==> src/rtl/usb_spiflash_arbiter.sv <==
// Two-client arbiter in front of a single usb_spiflash_bridge: one owner per
// transaction, frozen address/security, grant held until the bridge is idle.
module usb_spiflash_arbiter #(
   parameter int ROUND_ROBIN  = 1,
   parameter int GUARD_CYCLES = 4
) (
   input  logic        clk,
   input  logic        reset_n,
   input  logic [15:0] c0_address,
   input  logic        c0_security,
   input  logic        c0_rd_request,
   input  logic        c0_wr_request,
   input  logic        c0_rd_data_free,
   output logic        c0_rd_data_put,
   output logic [7:0]  c0_rd_data,
   input  logic        c0_wr_data_avail,
   output logic        c0_wr_data_get,
   input  logic [7:0]  c0_wr_data,
   output logic        c0_wr_busy,
   output logic        c0_grant,
   input  logic [15:0] c1_address,
   input  logic        c1_security,
   input  logic        c1_rd_request,
   input  logic        c1_wr_request,
   input  logic        c1_rd_data_free,
   output logic        c1_rd_data_put,
   output logic [7:0]  c1_rd_data,
   input  logic        c1_wr_data_avail,
   output logic        c1_wr_data_get,
   input  logic [7:0]  c1_wr_data,
   output logic        c1_wr_busy,
   output logic        c1_grant,
   output logic [15:0] fl_address,
   output logic        fl_security,
   output logic        fl_rd_request,
   output logic        fl_wr_request,
   output logic        fl_rd_data_free,
   output logic        fl_wr_data_avail,
   output logic [7:0]  fl_wr_data,
   input  logic        fl_rd_data_put,
   input  logic        fl_wr_busy,
   input  logic        fl_wr_data_get,
   input  logic [7:0]  fl_rd_data
);

   typedef enum logic [2:0] {
      IDLE     = 3'd0,
      RD       = 3'd1,
      WR       = 3'd2,
      WR_DRAIN = 3'd3,
      GUARD    = 3'd4
   } state_t;

   localparam logic [15:0] GUARD_LAST = 16'(GUARD_CYCLES - 1);

   state_t      state_r, state_nx_s;
   logic        owner_r, last_owner_r;
   logic [15:0] guard_cnt_r, guard_nx_s;
   logic        load_s, winner_s;
   logic        req0_s, req1_s;
   logic        own_rd_req_s, own_wr_req_s, own_rd_free_s, own_wr_avail_s;
   logic [7:0]  own_wr_data_s;

   assign req0_s         = c0_rd_request | c0_wr_request;
   assign req1_s         = c1_rd_request | c1_wr_request;
   assign own_rd_req_s   = owner_r ? c1_rd_request    : c0_rd_request;
   assign own_wr_req_s   = owner_r ? c1_wr_request    : c0_wr_request;
   assign own_rd_free_s  = owner_r ? c1_rd_data_free  : c0_rd_data_free;
   assign own_wr_avail_s = owner_r ? c1_wr_data_avail : c0_wr_data_avail;
   assign own_wr_data_s  = owner_r ? c1_wr_data       : c0_wr_data;
   assign c0_rd_data     = fl_rd_data;
   assign c1_rd_data     = fl_rd_data;

   // State, ownership and frozen bridge address/security registers
   always_ff @(posedge clk) begin
      if (!reset_n) begin
         state_r      <= IDLE;
         owner_r      <= 1'b0;
         last_owner_r <= 1'b1;
         fl_address   <= 16'h0000;
         fl_security  <= 1'b0;
         guard_cnt_r  <= 16'd0;
      end else begin
         state_r     <= state_nx_s;
         guard_cnt_r <= guard_nx_s;
         if (load_s) begin
            owner_r      <= winner_s;
            last_owner_r <= winner_s;
            fl_address   <= winner_s ? c1_address : c0_address;
            fl_security  <= winner_s ? c1_security : c0_security;
         end
      end
   end

   // Next-state selection and owner-routed pass-through of requests and strobes
   always_comb begin
      state_nx_s       = state_r;
      guard_nx_s       = guard_cnt_r;
      load_s           = 1'b0;
      winner_s         = 1'b0;
      fl_rd_request    = 1'b0;
      fl_wr_request    = 1'b0;
      fl_rd_data_free  = 1'b0;
      fl_wr_data_avail = 1'b0;
      fl_wr_data       = 8'h00;
      c0_rd_data_put   = 1'b0;
      c1_rd_data_put   = 1'b0;
      c0_wr_data_get   = 1'b0;
      c1_wr_data_get   = 1'b0;
      c0_wr_busy       = 1'b0;
      c1_wr_busy       = 1'b0;
      c0_grant         = 1'b0;
      c1_grant         = 1'b0;
      case (state_r)
         IDLE: begin
            guard_nx_s = 16'd0;
            if (req0_s || req1_s) begin
               load_s = 1'b1;
               if (req0_s && req1_s) begin
                  winner_s = (ROUND_ROBIN != 0) ? ~last_owner_r : 1'b0;
               end else if (req1_s) begin
                  winner_s = 1'b1;
               end else begin
                  winner_s = 1'b0;
               end
               // Read wins over write when one client raises both
               if (winner_s ? c1_rd_request : c0_rd_request) begin
                  state_nx_s = RD;
               end else begin
                  state_nx_s = WR;
               end
            end else begin
               state_nx_s = IDLE;
            end
         end
         RD: begin
            fl_rd_request   = own_rd_req_s;
            fl_rd_data_free = own_rd_free_s;
            c0_rd_data_put  = ~owner_r & fl_rd_data_put;
            c1_rd_data_put  = owner_r & fl_rd_data_put;
            c0_wr_busy      = owner_r;
            c1_wr_busy      = ~owner_r;
            c0_grant        = ~owner_r;
            c1_grant        = owner_r;
            if (!own_rd_req_s) begin
               state_nx_s = GUARD;
            end else begin
               state_nx_s = RD;
            end
         end
         WR: begin
            fl_wr_request    = own_wr_req_s;
            fl_wr_data_avail = own_wr_avail_s;
            fl_wr_data       = own_wr_data_s;
            c0_wr_data_get   = ~owner_r & fl_wr_data_get;
            c1_wr_data_get   = owner_r & fl_wr_data_get;
            c0_wr_busy       = owner_r ? 1'b1 : fl_wr_busy;
            c1_wr_busy       = owner_r ? fl_wr_busy : 1'b1;
            c0_grant         = ~owner_r;
            c1_grant         = owner_r;
            if (!own_wr_req_s) begin
               state_nx_s = WR_DRAIN;
            end else begin
               state_nx_s = WR;
            end
         end
         WR_DRAIN: begin
            c0_wr_busy = owner_r ? 1'b1 : fl_wr_busy;
            c1_wr_busy = owner_r ? fl_wr_busy : 1'b1;
            c0_grant   = ~owner_r;
            c1_grant   = owner_r;
            if (!fl_wr_busy) begin
               state_nx_s = GUARD;
            end else begin
               state_nx_s = WR_DRAIN;
            end
         end
         GUARD: begin
            c0_wr_busy = 1'b1;
            c1_wr_busy = 1'b1;
            if (guard_cnt_r == GUARD_LAST) begin
               guard_nx_s = 16'd0;
               state_nx_s = IDLE;
            end else begin
               guard_nx_s = guard_cnt_r + 16'd1;
               state_nx_s = GUARD;
            end
         end
         default: begin
            state_nx_s = IDLE;
            guard_nx_s = 16'd0;
         end
      endcase
   end

endmodule

==> config.mk <==
export PLATFORM = sky130hd
export DESIGN_NAME = usb_spiflash_arbiter
export DESIGN_NICKNAME = d
export VERILOG_FILES = /design/src/rtl/usb_spiflash_arbiter.sv
export SDC_FILE = /design/constraint.sdc
export NUM_CORES = 1
export LEC_CHECK = 0
export ABC_AREA = 1
export CORE_AREA = 4 4 77 87
export CTS_BUF_LIST = sky130_fd_sc_hd__clkbuf_8 sky130_fd_sc_hd__clkbuf_16
export DETAILED_ROUTE_END_ITERATION = 16
export DIE_AREA = 0 0 81 91
export MAX_ROUTING_LAYER = met4
export PLACE_DENSITY = 0.83
export SLEW_MARGIN = 40
export SYNTH_ARGS = -nofsm -noshare
export SYNTH_HDL_FRONTEND = slang
export SYNTH_SLANG_ARGS = --single-unit
==> constraint.sdc <==
create_clock -name clk -period 2.95 [get_ports clk]
set_input_delay 0.295 -clock clk [delete_from_list [all_inputs] [get_ports clk]]
set_output_delay 0.295 -clock clk [all_outputs]
set_load 0.01 [all_outputs]
---- Word level (Yosys, flattened, before mapping) ----
Index checks and enable logic that the tools add are counted.
W data, S select, Z words.
word-level totals
  register bits ........................... 38
  input port bits ......................... 71
  logic and storage cells ................. 65
operators by class
  $add $sub $neg .......................... 1
  eq/ne operators ......................... 5
  muxes and demuxes ....................... 40
  bitwise operators ....................... 8
  reduce and logical (&&, ||, !) cells .... 5
operator list
  kind                     number
  $mux W16                 2
  $pmux W16 S2             1
  $mux W1                  27
  $add A16 B1 Y16 const B  1
  $eq A16 B2 Y1 const B    1
  $mux W8                  2
  $pmux W3 S5              1
  $mux W3                  4
  $eq A3 B2 Y1 const B     2
  $pmux W1 S3              2
  $and A1 B1 Y1            4
  $eq A3 B1 Y1 const B     1
  $eq A3 B3 Y1 const B     1
  $logic_not A3 Y1         1
  $reduce_or A3 Y1         1
  $mux W2                  1
  $not A1 Y1               2
  $or A1 B1 Y1             2
  $reduce_or A2 Y1         1
  $logic_and A1 B1 Y1      1
  $logic_or A1 B1 Y1       1

---- Depth between registers and ports, before layout ----
  depth after elaboration ................. 9
  mapped depth ............................ 9
  mapped depth without buffers ............ 9

---- Worst setup path before layout ----
OpenSTA, ideal clock, no wires.
  path type ............................... reg-to-output
  start ................................... register state_r[1]
  end ..................................... output fl_wr_data[0]
  data arrival time ....................... 1.101 ns
  required time ........................... 2.655 ns
  slack ................................... 1.554 ns
  cell stages (with the launch flop) ...... 6
  path buffers ............................ 1
  cells stage by stage .................... dfxtp_1 inv_1 nor2_1 nand2_1 buf_2 a21oi_1
on the way
  word-level cells in the longest chain between the ends .. 2
RTL lines
  element                   line  RTL
  start: declaration        56    state_t state_r, state_nx_s;
  start signal: assignment  84    state_r <= state_nx_s;
  $eq A3 B2 Y1              114   case (state_r)
  $mux W8                   114
  end: declaration          39    output logic [7:0] fl_wr_data,
No other way between the ends.

---- Final worst setup path ----
  start ................................... register state_r[1]
  end ..................................... output fl_wr_data[1]
The elaborated chain is that of the path after synthesis.

==> results.sh <==
export IMPL_status="completed"
export IMPL_worst_pin_slew_ns=0.697
export IMPL_die_h_um=91
export IMPL_pre_cts_ws_ns=0.878
export IMPL_final_setup_skew_ns=0.00339
export IMPL_grt_overflow=0
export IMPL_routed_wl_mm=6.31
export IMPL_hold_path_class="flop to flop"
export IMPL_avgRoutedWirePerCell_um=11.5
export IMPL_synthCells=390
export IMPL_final_cell_mix="nand2_1 (111), clkdlybuf4s50_1 (99), inv_1 (44)"
export IMPL_finalSetupViolCount=0
export IMPL_drive_gt1_share_pct=8.51
export IMPL_drt_antenna_violating_nets=0
export IMPL_cts_resized=0
export IMPL_r2r_start="state_r[1]"
export IMPL_hpwl_mm=4.94
export IMPL_fin_crit_sh_pct=79.2
export IMPL_critPathMaxFanout=13
export IMPL_cts_buffers=5
export IMPL_nNetsFinal=541
export IMPL_synth_area_leaders="dfxtp_1 (30%), nand2_1 (17%), inv_1 (6.6%)"
export IMPL_die_area_um2=7370
export IMPL_drc=0
export IMPL_grt_pass1_vias=2485
export IMPL_cts_tree="built"
export IMPL_min_from="guard_cnt_r[1]"
export IMPL_via_count=2545
export IMPL_hold_viol=0
export IMPL_clock_latency_ns=0.29
export IMPL_crit_required_ns=2.65
export IMPL_gp_congestion=0.884
export IMPL_syn_nets=462
export IMPL_synth_top_area_share_pct=30.4
export IMPL_slew_violations=0
export IMPL_synth_cell_types=35
export IMPL_ys_warnings_count=0
export IMPL_rsz0062_at_grt="false"
export IMPL_postCtsSetupBuffers=0
export IMPL_totalPowerFinal_mw=2.58
export IMPL_cts_root_buf="clkbuf_8"
export IMPL_n_antenna_cell=0
export IMPL_yosys_area_top_type="dfxtp_1"
export IMPL_p_per_area_nw_per_um2=738
export IMPL_antenna_found_initial=0
export IMPL_core_rowCount=29
export IMPL_initial_utilization_pct=43.6
export IMPL_worstSetupPathType="flop to output port"
export IMPL_setup_ws_ns=0.615
export IMPL_drv_cap=0
export IMPL_io_pins=124
export IMPL_clock_path_buffers=2
export IMPL_coreArea_um2=5730
export IMPL_via_per_inst=4.65
export IMPL_io_buffers=99
export IMPL_hold_ws_ns=0.511
export IMPL_synth_flop_cell="dfxtp_1"
export IMPL_grt_max_degree=38
export IMPL_grt_pass1_wl_mm=10.7
export IMPL_layout_min_cycle_time_ns=2.34
export IMPL_synthArstFlopShare_pct=0
export IMPL_end_kind="output port"
export IMPL_first_pass_iters=4
export IMPL_tns_ns=0
export IMPL_fin_util_pct=61.0
export IMPL_ys_seq_area_share_pct=30.4
export IMPL_synthesis_area_um2=2500
export IMPL_clk_pin_slew_ns=0.07
export IMPL_cts_hold_buf=0
export IMPL_max_freq_mhz=428
export IMPL_syn_area_per_cell_um2=6.41
export IMPL_syn_to_final_growth_pct=39.8
export IMPL_htreeDepth=2
export IMPL_cp_data_arrival_time_ns=2.04
export IMPL_die_w_um=81
export IMPL_cts_num_sinks=38
export IMPL_ir_drop_mv=0.604
export IMPL_grt_usage_pct=18.4
export IMPL_cp_startpoint="state_r[1]"
export IMPL_final_common_cell="nand2_1"
export IMPL_yosys_register_bits=38
export IMPL_cp_start_kind="flop"
export IMPL_relSlewSlack_pct=53.4
export IMPL_synth_edf_count=0
export IMPL_initialDrtViolationCount=116
export IMPL_leakage_nw=1.47
[cell usage after synthesis, types with 5 or more instances]
cell	n
nand2_1	111
o21ai_1	11
or2_2	8
nor3_1	7
buf_2	5
buf_4	16
nand2_4	5
or2_1	7
nor2_1	38
nor2_2	6
inv_1	44
nand3_1	16
a21oi_1	32
o21ai_0	10
dfxtp_1	38
[cell families (layout without fill, tap and decap cells)]
logic type / Yosys count / after routing / synth area share, %
and+or+nand+nor: 215 / 215 / 40.3
buffers and inverters: 73 / 153 / 14.7
AOI/OAI and AO/OA: 58 / 58 / 12.4
DFF: 38 / 38 / 30.4
xor gates and xnor gates: 5 / 5 / 1.75
adders and majority gates: 1 / 1 / 0.500
[routing by layer]
layer | track usage [%] | up-vias | part of all wire [%]
met5 | - | - | 0
met1 | 20.1 | 1114 | 42
li1 | - | 1361 | -
met3 | 6.04 | 7 | 6.1
met2 | 32.3 | 63 | 51
met4 | 3.24 | 0 | 0.67
[critical path, cell delays in order, from the launching register on]
cell             delay, ns
dfxtp_1               0.42
inv_1                 0.11
nor2_1                0.15
nand2_1               0.27
a21oi_1               0.21
clkdlybuf4s50_1       0.58
[stage by stage]
| step | std cells | cell area (µm²) |
|---|---|---|
| 3_5_place_dp | 539 | 3400 |
| 4_1_cts | 547 | 3500 |
| 3_3_place_gp | 539 | 3400 |
| 6_report | 547 | 3500 |
| 2_1_floorplan | 390 | 2500 |
| 5_1_grt | 547 | 3500 |
[area by class of cell]
cell class | count | area [µm²]
Clock buffer | 6 | 82.6
Clock inverter | 2 | 12.5
Fill cell | 575 | 2240
Inverter | 45 | 171
Multi-Input combinational cell | 279 | 1370
Sequential cell | 38 | 761
Tap cell | 77 | 96.3
Timing Repair Buffer | 100 | 998
[report_power, final]
| group | internal (mW) | switching (mW) |
|---|---|---|
| Combinational | 0.651 | 0.786 |
| Sequential | 0.666 | 0.0993 |
| Clock | 0.188 | 0.188 |
[worst paths after layout]
path | to | slack (ns) | cells past startpoint
setup / recovery | fl_wr_data[1] | 0.61 | 5
hold / removal | guard_cnt_r[1] | 0.51 | 2
setup reg to reg | last_owner_r | 1.35 | 6
hold reg to reg | guard_cnt_r[1] | 0.51 | 2
[registers in the layout, indices dropped and copies added, names as in the netlist]
signal and cells:
last_owner_r 1, fl_security 1, state_r 3, owner_r 1
fl_address 16, guard_cnt_r 16
Note: power is estimated with default switching activity, not from simulation.
